===== src/rtl/circle_motion_ctrl_if.sv =====
// Bundle between the circle motion controller and the VGA paint/timing stage.
// The controller (master) receives vertical sync and the run enable, and
// presents the registered circle centre with its update/bounce strobes.
interface circle_motion_ctrl_if;
    logic       VGA_VS;     // active-low vertical sync from the paint stage
    logic       Run;        // 1 = motion enabled, 0 = frozen
    logic [9:0] Center_X;   // registered X centre
    logic [9:0] Center_Y;   // registered Y centre
    logic       Update;     // one-cycle pulse when a new centre is committed
    logic       Bounce_X;   // one-cycle pulse with Update when X reversed
    logic       Bounce_Y;   // one-cycle pulse with Update when Y reversed
    logic [1:0] Color_Idx;  // bounce colour index

    modport master (
        input  VGA_VS, Run,
        output Center_X, Center_Y, Update, Bounce_X, Bounce_Y, Color_Idx
    );

    modport slave (
        output VGA_VS, Run,
        input  Center_X, Center_Y, Update, Bounce_X, Bounce_Y, Color_Idx
    );
endinterface


===== src/rtl/circle_motion_ctrl.sv =====
// circle_motion_ctrl: frame-rate motion controller for the VGA circle display.
// Detects the falling edge of VGA_VS, advances the circle centre once every
// FRAME_DIV frames by STEP pixels per axis and bounces it off the active-area
// limits (RADIUS pixels inside each edge).
// Optional feature: define CIRCLE_COLOR_CYCLE_EN to make Color_Idx advance
// (mod 4) on every committed move that bounced; otherwise Color_Idx is 0.
module circle_motion_ctrl #(
    parameter int H_ACTIVE  = 640,
    parameter int V_ACTIVE  = 480,
    parameter int RADIUS    = 20,
    parameter int STEP      = 2,
    parameter int FRAME_DIV = 1,
    parameter int X_INIT    = 320,
    parameter int Y_INIT    = 240
) (
    input  logic                  Clk_50MHz,
    input  logic                  Rst_N,
    circle_motion_ctrl_if.master  bus
);

    localparam logic [10:0] X_MIN  = 11'(RADIUS);
    localparam logic [10:0] X_MAX  = 11'(H_ACTIVE - 1 - RADIUS);
    localparam logic [10:0] Y_MIN  = 11'(RADIUS);
    localparam logic [10:0] Y_MAX  = 11'(V_ACTIVE - 1 - RADIUS);
    localparam logic [10:0] STEP_W = 11'(STEP);
    localparam int          CNT_W  = (FRAME_DIV > 1) ? $clog2(FRAME_DIV) : 1;
    localparam logic [CNT_W-1:0] CNT_LAST = CNT_W'(FRAME_DIV - 1);

    typedef enum logic [1:0] {
        IDLE    = 2'd0,
        WAIT_VS = 2'd1,
        CALC    = 2'd2,
        COMMIT  = 2'd3
    } state_t;

    state_t           state_q;
    logic             vs_meta_q, vs_sync_q, vs_dly_q;
    logic [CNT_W-1:0] frame_cnt_q;
    logic [9:0]       cx_q, cy_q;       // committed centre
    logic [9:0]       nx_q, ny_q;       // centre computed in CALC, loaded in COMMIT
    logic             dir_x_q, dir_y_q; // 1 = moving in + direction
    logic             flag_x_q, flag_y_q;
    logic             update_q, bounce_x_q, bounce_y_q;
    logic [10:0]      calc_x_d, calc_y_d;
    logic             hit_x_d, hit_y_d;
    logic             tick;

    // Falling edge of the synchronised sync signal marks a new frame.
    assign tick = vs_dly_q & ~vs_sync_q;

    // Bring VGA_VS into this clock domain and keep a delayed copy for edge detection.
    always_ff @(posedge Clk_50MHz or negedge Rst_N) begin
        if (!Rst_N) begin
            vs_meta_q <= 1'b1;
            vs_sync_q <= 1'b1;
            vs_dly_q  <= 1'b1;
        end else begin
            vs_meta_q <= bus.VGA_VS;
            vs_sync_q <= vs_meta_q;
            vs_dly_q  <= vs_sync_q;
        end
    end

    // Next centre per axis: saturate at the limit and flag a bounce instead of wrapping.
    always_comb begin
        calc_x_d = {1'b0, cx_q};
        calc_y_d = {1'b0, cy_q};
        hit_x_d  = 1'b0;
        hit_y_d  = 1'b0;
        if (dir_x_q) begin
            if ({1'b0, cx_q} + STEP_W > X_MAX) begin
                calc_x_d = X_MAX;
                hit_x_d  = 1'b1;
            end else begin
                calc_x_d = {1'b0, cx_q} + STEP_W;
            end
        end else begin
            if ({1'b0, cx_q} < X_MIN + STEP_W) begin
                calc_x_d = X_MIN;
                hit_x_d  = 1'b1;
            end else begin
                calc_x_d = {1'b0, cx_q} - STEP_W;
            end
        end
        if (dir_y_q) begin
            if ({1'b0, cy_q} + STEP_W > Y_MAX) begin
                calc_y_d = Y_MAX;
                hit_y_d  = 1'b1;
            end else begin
                calc_y_d = {1'b0, cy_q} + STEP_W;
            end
        end else begin
            if ({1'b0, cy_q} < Y_MIN + STEP_W) begin
                calc_y_d = Y_MIN;
                hit_y_d  = 1'b1;
            end else begin
                calc_y_d = {1'b0, cy_q} - STEP_W;
            end
        end
    end

`ifdef CIRCLE_COLOR_CYCLE_EN
    logic [1:0] color_q;

    // Colour index steps once per committed move that bounced on either axis.
    always_ff @(posedge Clk_50MHz or negedge Rst_N) begin
        if (!Rst_N) begin
            color_q <= 2'd0;
        end else if (state_q == COMMIT && (flag_x_q || flag_y_q)) begin
            color_q <= color_q + 2'd1;
        end
    end

    assign bus.Color_Idx = color_q;
`else
    assign bus.Color_Idx = 2'd0;
`endif

    // Motion FSM: count frames, compute the move, then commit it with registered strobes.
    always_ff @(posedge Clk_50MHz or negedge Rst_N) begin
        if (!Rst_N) begin
            state_q     <= IDLE;
            frame_cnt_q <= '0;
            cx_q        <= 10'(X_INIT);
            cy_q        <= 10'(Y_INIT);
            nx_q        <= 10'(X_INIT);
            ny_q        <= 10'(Y_INIT);
            dir_x_q     <= 1'b1;
            dir_y_q     <= 1'b1;
            flag_x_q    <= 1'b0;
            flag_y_q    <= 1'b0;
            update_q    <= 1'b0;
            bounce_x_q  <= 1'b0;
            bounce_y_q  <= 1'b0;
        end else begin
            update_q   <= 1'b0;
            bounce_x_q <= 1'b0;
            bounce_y_q <= 1'b0;
            case (state_q)
                IDLE: begin
                    state_q <= WAIT_VS;
                end
                WAIT_VS: begin
                    // Frozen: forget partial frame counts but keep directions.
                    if (!bus.Run) begin
                        frame_cnt_q <= '0;
                    end else if (tick) begin
                        if (frame_cnt_q == CNT_LAST) begin
                            frame_cnt_q <= '0;
                            state_q     <= CALC;
                        end else begin
                            frame_cnt_q <= frame_cnt_q + 1'b1;
                        end
                    end
                end
                CALC: begin
                    nx_q     <= calc_x_d[9:0];
                    ny_q     <= calc_y_d[9:0];
                    flag_x_q <= hit_x_d;
                    flag_y_q <= hit_y_d;
                    if (hit_x_d) dir_x_q <= ~dir_x_q;
                    if (hit_y_d) dir_y_q <= ~dir_y_q;
                    state_q  <= COMMIT;
                end
                COMMIT: begin
                    cx_q       <= nx_q;
                    cy_q       <= ny_q;
                    update_q   <= 1'b1;
                    bounce_x_q <= flag_x_q;
                    bounce_y_q <= flag_y_q;
                    state_q    <= WAIT_VS;
                end
                default: begin
                    state_q <= IDLE;
                end
            endcase
        end
    end

    assign bus.Center_X = cx_q;
    assign bus.Center_Y = cy_q;
    assign bus.Update   = update_q;
    assign bus.Bounce_X = bounce_x_q;
    assign bus.Bounce_Y = bounce_y_q;

endmodule


===== src/flat_wrapper.sv =====
// flat-port wrapper written by rule: the top's interface ports become plain ports
module circle_motion_ctrl_flat 
#(
    parameter int H_ACTIVE  = 640,
    parameter int V_ACTIVE  = 480,
    parameter int RADIUS    = 20,
    parameter int STEP      = 2,
    parameter int FRAME_DIV = 1,
    parameter int X_INIT    = 320,
    parameter int Y_INIT    = 240
)
  (Clk_50MHz, Rst_N, bus_VGA_VS, bus_Run, bus_Center_X, bus_Center_Y, bus_Update, bus_Bounce_X, bus_Bounce_Y, bus_Color_Idx);
  circle_motion_ctrl_if bus_i ();
  input  logic Clk_50MHz;
  input  logic Rst_N;
  input wire logic [$bits(bus_i.VGA_VS)-1:0] bus_VGA_VS;
  input wire logic [$bits(bus_i.Run)-1:0] bus_Run;
  output wire logic [$bits(bus_i.Center_X)-1:0] bus_Center_X;
  output wire logic [$bits(bus_i.Center_Y)-1:0] bus_Center_Y;
  output wire logic [$bits(bus_i.Update)-1:0] bus_Update;
  output wire logic [$bits(bus_i.Bounce_X)-1:0] bus_Bounce_X;
  output wire logic [$bits(bus_i.Bounce_Y)-1:0] bus_Bounce_Y;
  output wire logic [$bits(bus_i.Color_Idx)-1:0] bus_Color_Idx;
  assign bus_i.VGA_VS = bus_VGA_VS;
  assign bus_i.Run = bus_Run;
  assign bus_Center_X = bus_i.Center_X;
  assign bus_Center_Y = bus_i.Center_Y;
  assign bus_Update = bus_i.Update;
  assign bus_Bounce_X = bus_i.Bounce_X;
  assign bus_Bounce_Y = bus_i.Bounce_Y;
  assign bus_Color_Idx = bus_i.Color_Idx;
  circle_motion_ctrl #(.H_ACTIVE(H_ACTIVE), .V_ACTIVE(V_ACTIVE), .RADIUS(RADIUS), .STEP(STEP), .FRAME_DIV(FRAME_DIV), .X_INIT(X_INIT), .Y_INIT(Y_INIT)) u_core (.Clk_50MHz(Clk_50MHz), .Rst_N(Rst_N), .bus(bus_i));
endmodule

===== config.mk =====
export PLATFORM = sky130hd
export DESIGN_NAME = circle_motion_ctrl_flat
export DESIGN_NICKNAME = d
export VERILOG_FILES = /design/src/rtl/circle_motion_ctrl_if.sv /design/src/rtl/circle_motion_ctrl.sv /design/src/flat_wrapper.sv
export SDC_FILE = /design/constraint.sdc
export NUM_CORES = 1
export LEC_CHECK = 0
export BUFFER_PORTS_ARGS = -buffer_cell sky130_fd_sc_hd__buf_2
export CORE_MARGIN = 2
export CORE_UTILIZATION = 50
export CTS_BUF_LIST = sky130_fd_sc_hd__clkbuf_16
export DETAILED_ROUTE_END_ITERATION = 8
export GPL_ROUTABILITY_DRIVEN = 1
export GPL_TIMING_DRIVEN = 0
export PLACE_DENSITY_LB_ADDON = 0.12
export RECOVER_POWER = 50
export SLEW_MARGIN = 10
export SYNTH_ARGS = -nofsm -noshare
export SYNTH_HDL_FRONTEND = slang
export SYNTH_SLANG_ARGS = --single-unit

===== constraint.sdc =====
create_clock -name Clk_50MHz -period 6.4 [get_ports Clk_50MHz]
set_input_delay 0.96 -clock Clk_50MHz [delete_from_list [all_inputs] [get_ports Clk_50MHz]]
set_output_delay 0.96 -clock Clk_50MHz [all_outputs]
set_load 0.01 [all_outputs]

# Word-level counts from Yosys, hierarchy flattened
# Cells that the tools add are included.
# classes
addsub,5
magnitude_cmp,4
n_eq_ne,7
muxes,22
bitwise,4
n_reduce_logical,6
# op_table
cell,count
$mux 10,6
$add 10x2->11 const B,2
$lt 10x5->1 const B,2
$sub 10x2->10 const B,2
$mux 1,12
$gt 11x10->1 const B,1
$gt 11x9->1 const B,1
$mux 2,3
$pmux 2 s3,1
$reduce_and 2->1,3
$eq 2x2->1 const B,2
$ne 2x1->1 const B,2
$ne 2x2->1 const B,2
$not 1->1,3
$reduce_and 3->1,1
$eq 2x1->1 const B,1
$logic_not 2->1,1
$reduce_or 2->1,1
$add 1x1->1 const B,1
$and 1x1->1,1
# totals
register_bits,53
output_inout_bits,25
wordCells,64

# Logic depth before layout (Yosys ltp)
# Gate-level depths: netlist (run 1).
# logic_depth
depth_word,5
depth_mapped,9
ltp_nobuf,8

# Least setup slack after synthesis (run 1)
# OpenSTA, ideal clock, no wires.
# synth_timing
path_kind,register to register
start,reg u_core.cy_q[1] (netlist: u_core.bus.Center_Y[1])
end,reg u_core.flag_y_q
setup_time_ps,141
arrival_time_ps,2006
required_ps,6259
path_slack_ps,4252
stages_incl_launch_ff,9
path_buffers,1
synth_period_minus_slack_ps,2148
path_cell_list,dfrtp_1 clkbuf_1 inv_1 ha_1 a21oi_1 nor3_1 o31ai_1 a211o_1 a31oi_1
# synth_between
elab_chain_len,4
word_cells_on_any_way,6
classes_between,1 x add/sub; 2 x order compare; 3 x mux
# synth_rtl
item,line_no,text
"start, declared",circle_motion_ctrl.sv:39,"logic [9:0] cx_q, cy_q;"
"start signal, assigned",circle_motion_ctrl.sv:125,cy_q <= 10'(Y_INIT);
"start signal, assigned",circle_motion_ctrl.sv:167,cy_q <= ny_q;
$add 10x2->11,circle_motion_ctrl.sv:86,"if ({1'b0, cy_q} + STEP_W > Y_MAX) begin"
$gt 11x9->1,circle_motion_ctrl.sv:86,
$mux 1,circle_motion_ctrl.sv:86,
$mux 1 (*),circle_motion_ctrl.sv:85,if (dir_y_q) begin
"end signal, assigned",circle_motion_ctrl.sv:160,flag_y_q <= hit_y_d;
"end, declared",circle_motion_ctrl.sv:42,"logic flag_x_q, flag_y_q;"
# Every way passes the cells marked *; elsewhere a longest branch is shown, timed or not.
# A chain may end at the register's enable or synchronous reset.

==> results of run 1 <==
sequential cells by signal (all words and copies together), names as in the netlist:
register	cells
u_core.bus.Bounce_X	1
u_core.bus.Bounce_Y	1
u_core.bus.Center_X	10
u_core.bus.Center_Y	10
u_core.bus.Update	1
u_core.dir_x_q	1
u_core.dir_y_q	1
u_core.flag_x_q	1
u_core.flag_y_q	1
u_core.nx_q	10
u_core.ny_q	10
u_core.state_q	2
u_core.vs_dly_q	1
u_core.vs_meta_q	1
u_core.vs_sync_q	1
logic make-up (layout without fill, tap and decap cells):
kind of cell / after synthesis / after routing
simple gates: 108 / 108
compound gates: 94 / 94
flops: 52 / 52
buf+inv: 47 / 81
mux: 16 / 16
xor+xnor: 15 / 15
fa+ha+maj: 9 / 9
other cells: 1 / 2
through the flow:
| stage | worst slack (ns) | cell area, µm² | utilization, % |
|---|---|---|---|
| finish | 3.371 | 3498 | 58.40 |
| global route | 2.741 | 3498 | 58.40 |
| CTS | 3.796 | 3500 | 58.42 |
| detailed placement | 3.805 | 3358 | 56.06 |
| global placement | 3.814 | 3358 | 56.06 |
| floorplan | 4.252 | 3134 | - |
metal layers:
metal	global-route usage [%]	vias to the layer above	wire (µm)
li1	-	1294	-
met1	30.12	1327	3424
met2	36.51	80	3584
met3	3.082	15	274
met4	8.644	0	167
met5	0	-	0
final timing paths:
path	start	end	slack [ns]	cells past startpoint
max in group Clk_50MHz	u_core.bus.Center_Y[1]	u_core.ny_q[6]	3.74	8
min in group asynchronous	Rst_N	u_core.bus.Center_X[1]	1.51	1
worst min-delay path	u_core.vs_meta_q	u_core.vs_sync_q	0.36	0
worst max register to register	u_core.bus.Center_Y[1]	u_core.ny_q[6]	3.74	8
worst max-delay path	Rst_N	u_core.nx_q[9]	3.37	1
worst min register to register	u_core.vs_meta_q	u_core.vs_sync_q	0.36	0
cell type report:
type,instances,area [µm²]
buffer,32,143.9
clock buffer,5,125.1
clock inverter,3,16.27
fill,555,2492
inverter,15,56.30
multi-input combinational,244,1612
sequential,52,1323
tap,75,93.84
timing repair buffer,26,128.9
power groups by stage:
stage	Sequential (mW)	Combinational (mW)	Clock [mW]
after floorplan	0.634	0.687	0
after global placement	0.619	0.968	0
after detailed placement	0.625	0.979	0
after CTS	0.621	0.984	0.265
after global routing	0.642	1.10	0.278
final	0.621	0.986	0.258
cell usage after synthesis, types with 3 or more instances:
master / number / area, µm²
a21oi_1: 20 / 100.1
a31oi_1: 14 / 87.58
a41oi_1: 3 / 26.28
and3_1: 3 / 18.77
and4_1: 4 / 35.03
buf_1: 3 / 11.26
buf_2: 7 / 35.03
clkbuf_1: 19 / 71.32
dfrtp_1: 35 / 875.8
dfstp_2: 17 / 446.7
ha_1: 9 / 112.6
inv_1: 15 / 56.30
mux2_2: 13 / 146.4
mux2i_1: 3 / 30.03
nand2_1: 28 / 105.1
nand2b_1: 3 / 18.77
nand3_1: 9 / 45.04
nand4_1: 3 / 18.77
nand4b_1: 3 / 26.28
nor2_1: 26 / 97.59
nor2b_1: 3 / 18.77
nor3_1: 8 / 40.04
o211ai_1: 3 / 22.52
o21ai_0: 19 / 95.09
o221ai_1: 3 / 26.28
o22ai_1: 4 / 25.02
o31ai_1: 5 / 37.54
or3_1: 4 / 25.02
xnor2_1: 8 / 70.07
xor2_1: 7 / 61.31
==> metrics.txt, run 1 <==
status=complete, but fails checks; violated checks=max-capacitance violations, max-slew violations; Crit. End Element=asynchronous set/reset pin; final setup fails=0; ys flop type=dfrtp_1; gr usage total=22.33%; sequential share of the synthesized area=a little over two fifths; f_max=330.1 MHz; Sw Ratio=a little over two fifths; Final GP Congestion=a little over 0.9; post-route clock period utilization=a little under half; crit start category=input port; Clock Tree Buf Depth=2; number of detailed-route iterations in the first pass=4; Setup Buffers After CTS=0; cts repair resizes=0; crit path cell chain=clkbuf_1; cts hold-fix bufs=0; Max IR drop VDD=approximately 0.00027 V; Initial DRC Count=between 150 and 200; Yosys reg bits=52; Die ar.=around 0.007 mm²; commonest cells after routing, fill and taps aside=35 x dfrtp_1, 32 x buf_2, 28 x nand2_1; Final min period=about 3.0 ns; Sw Pwr=between 0.8 and 0.9 mW; Slew @ Worst Pin=2.676 ns; WL per Instance=~16 µm; # IOs=29; IO Port Bufs=26; share of layout cells above drive strength 1=a little over a fifth; n_diodes=0; total power=1.864 mW; ys async rst share=100.0%; DRT Wirelength=~7500 µm; GRT overflow=0; commonest non-fill, non-tap cell in the layout=dfrtp_1; Post-synth EDFFs=0; Reg power frac=between 30% and 40%; Worst Path Buf+Inv=1; # clock sinks=52; core box area=~0.006 mm²; worst path arrival time=roughly 2.9 ns; clock share of power=roughly 14%; Layout area overhead=11.75%; CP Max Fanout=52; Clock Pin Slew Worst Setup and Hold Paths=0.06 ns; library cells used by synthesis=64; Final Hold Slack=roughly 0.36 ns; DP HPWL=5242 µm; Lkg Pwr=around 1.4 nW; Setup CP Type=input port to asynchronous set/reset pin; Post-Synth Simple-Gate Area=17.75%; DRC=0; CP max-delay cell=clkbuf_1; count of pins over their slew limit=53; cell family with most CP delay=buffers and inverters; Final #Nets=between 300 and 400; YS warnings=0; H-tree depth=2; largest net degree at the start of global routing=between 50 and 60; Fin Clk Skew=around 0.0097 ns; Internal Pwr Total=1.046 mW; power density cells=roughly 530 mW/mm²; DRT antenna net count=0; relative slew slack=-78.41%; CTS buffer count=5; Worst Path Required=around 6.2 ns; first-pass GRT wire length=around 13000 µm; Hold Violations, Final=0; adder-cell area share of the yosys netlist=3.597%; mux cell area share after synthesis=under 10%; RSZ-0062 raised after global routing=false; Crit path largest cell delay=around 1.9 ns; post-synthesis cell count=between 300 and 400; syn_area_per_cell=slightly above 9 µm²; die height=83.13 µm; root buf cell=clkbuf_16; via/cell ratio=6.009; largest family of logic cells by synthesized area=compound AO/OA/AOI/OAI gates; final std cells w/o fill=452; setup TNS=0 ns; placed cells=between 400 and 500; Clock Latency Late Sink=0.29 ns; worst min path class=flop to flop; xor-xnor portion of the synthesized cell area=about 4.2%; vias=~2700; MaxCap Viol Count=1; die span in x=between 80 and 90 µm; netlist area before placement=roughly 0.0031 mm²; number of global-route vias before repair=2575; compound-gate portion of the synthesized area=between 20% and 30%; Gate power share=between 50% and 60%; Initial Utilization=a little over half; Core Rows=28; TritonCTS clock tree=built; initial antenna violation count=0
No activity file was read; power rests on OpenSTA's default activity.
==> inputs of run 2 (changes only) <==
==> constraint.sdc (replaced) <==
create_clock -name Clk_50MHz -period 2.72 [get_ports Clk_50MHz]
set_input_delay 0.408 -clock Clk_50MHz [delete_from_list [all_inputs] [get_ports Clk_50MHz]]
set_output_delay 0.408 -clock Clk_50MHz [all_outputs]
set_load 0.01 [all_outputs]
==> run 2 against run 1 <==
The flow now finishes without violations. Cell count unchanged. Via count is 1.1% lower. Hold slack got worse by 0.14 ns. Design area is 0.11% lower. Register-to-register slack worse by 3.5 ns. Critical path depth up 6. Critical endpoint is now u_core.nx_q[2].
==> metrics.txt, run 2 (synthesis results as in run 1) <==
CTS buffer count=5; relative slew slack=16.75%; number of detailed-route iterations in the first pass=4; RSZ-0062 raised after global routing=false; Internal Pwr Total=about 2.5 mW; final instance area=around 0.0035 mm²; Slew @ Worst Pin=about 1.2 ns; Die ar.=slightly below 0.007 mm²; DRT antenna net count=0; Worst Path Required=2.90 ns; # clock sinks=52; final setup fails=0; Max IR drop VDD=0.0006321 V; vias=about 2700; share of layout cells above drive strength 1=20.42%; worst path arrival time=around 2.7 ns; commonest non-fill, non-tap cell in the layout=dfrtp_1; TritonCTS clock tree=built; n_diodes=0; DRC=0; DP HPWL=~5200 µm; worst min path class=input port to flop; GRT overflow=0; Setup CP Type=flop to flop; DRT Wirelength=~7500 µm; initial antenna violation count=0; setup TNS=0 ns; # IOs=29; Initial DRC Count=210; count of pins over their slew limit=0; Fin Clk Skew=approximately 0.011 ns; Sw Pwr=1.925 mW; IO Port Bufs=26; via/cell ratio=about 5.9; die span in x=a little over 80 µm; Area after DPL=~0.0034 mm²; cts repair resizes=0; gr usage total=22.33%; Layout area overhead=11.63%; fill count=about 560; core box area=0.005991 mm²; Reg power frac=between 30% and 40%; Final GP Congestion=0.9227; Core Rows=28; Initial Utilization=between 50% and 60%; H-tree depth=2; WL per Instance=16.58 µm; Clock Pin Slew Worst Setup and Hold Paths=~0.070 ns; commonest cells after routing, fill and taps aside=35 x dfrtp_1, 28 x nand2_1, 27 x buf_2; CP Max Fanout=10; die height=slightly above 80 µm; Lkg Pwr=approximately 1.4 nW; Setup Buffers After CTS=0; post-route clock period utilization=a little over 90%; Crit. End Element=flop; Final #Nets=between 300 and 400; Gate power share=between 50% and 60%; status=complete, no violations; first-pass GRT wire length=roughly 13000 µm; Hold Violations, Final=0; largest net degree at the start of global routing=53; number of global-route vias before repair=between 2000 and 3000; root buf cell=clkbuf_16; power density cells=1253 mW/mm²; Clock Tree Buf Depth=2; Final min period=~2.5 ns; Clock Latency Late Sink=0.29 ns; clock share of power=between 10 and 15%; cts hold-fix bufs=0; MaxCap Viol Count=0; f_max=slightly below 400 MHz; crit start category=flop; Sw Ratio=a little over two fifths
## run 2: cell count changes in the layout (fill, tap and decap cells not counted), sizes merged
cell | before | now
clkbuf | 25 | 30
buf | 38 | 33
## run 2: critical path: stages (launching register included)
cell and delay [ns]:
dfstp_2 0.52, clkbuf_1 0.36, nand2_1 0.17, nor3_1 0.29, mux2i_1 0.29, o31a_1 0.37
nand2_1 0.16, a32o_1 0.26
## run 2: area by class of cell
cell class	count	area [µm²]	area share [%]
Inverter	15	56.30	1.611
Buffer	32	145.1	4.153
Sequential cell	52	1323	37.84
Multi-Input combinational cell	244	1612	46.12
Clock inverter	3	16.27	0.4654
Tap cell	75	93.84	2.685
Timing Repair Buffer	26	123.9	3.545
Clock buffer	5	125.1	3.580
## run 2: metal layers
layer,track usage (%),vias to the layer above,wire [µm]
met2,36.51,72,3598
met1,30.12,1310,3499
met3,3.082,12,248
met5,0,-,0
met4,8.644,0,150
li1,-,1291,-
## run 2: stage by stage
stage | worst slack (ns) | hold slack [ns] | std cells | util [%] | total power [mW]
floorplan | 0.5724 | 0.1124 | 343 | - | 3.107
global placement | 0.1341 | 0.3459 | 444 | 56.06 | 3.736
detailed placement | 0.1254 | 0.3472 | 444 | 56.06 | 3.773
CTS | 0.1155 | 0.2120 | 452 | 58.42 | 4.401
global route | 0.02003 | 0.2082 | 452 | 58.33 | 4.739
finish | 0.1925 | 0.2169 | 452 | 58.33 | 4.380
## run 2: worst paths after layout
| path | from | end | slack (ns) | depth (start not counted) |
|---|---|---|---|---|
| max | u_core.bus.Center_X[6] | u_core.nx_q[2] | 0.19 | 7 |
| min | bus_VGA_VS | u_core.vs_meta_q | 0.22 | 1 |
| max reg2reg | u_core.bus.Center_X[6] | u_core.nx_q[2] | 0.19 | 7 |
| min reg2reg | u_core.vs_meta_q | u_core.vs_sync_q | 0.36 | 0 |
| max in group asynchronous | Rst_N | u_core.nx_q[9] | 1.58 | 1 |
| min in group asynchronous | Rst_N | u_core.bus.Center_X[1] | 0.37 | 1 |
## run 2: power groups by stage
stage	logic (mW)	registers, mW	clock network, mW
after floorplan	1.62	1.49	0
after global placement	2.28	1.46	0
after detailed placement	2.30	1.47	0
after CTS	2.32	1.46	0.624
after global routing	2.57	1.51	0.654
final	2.31	1.46	0.609
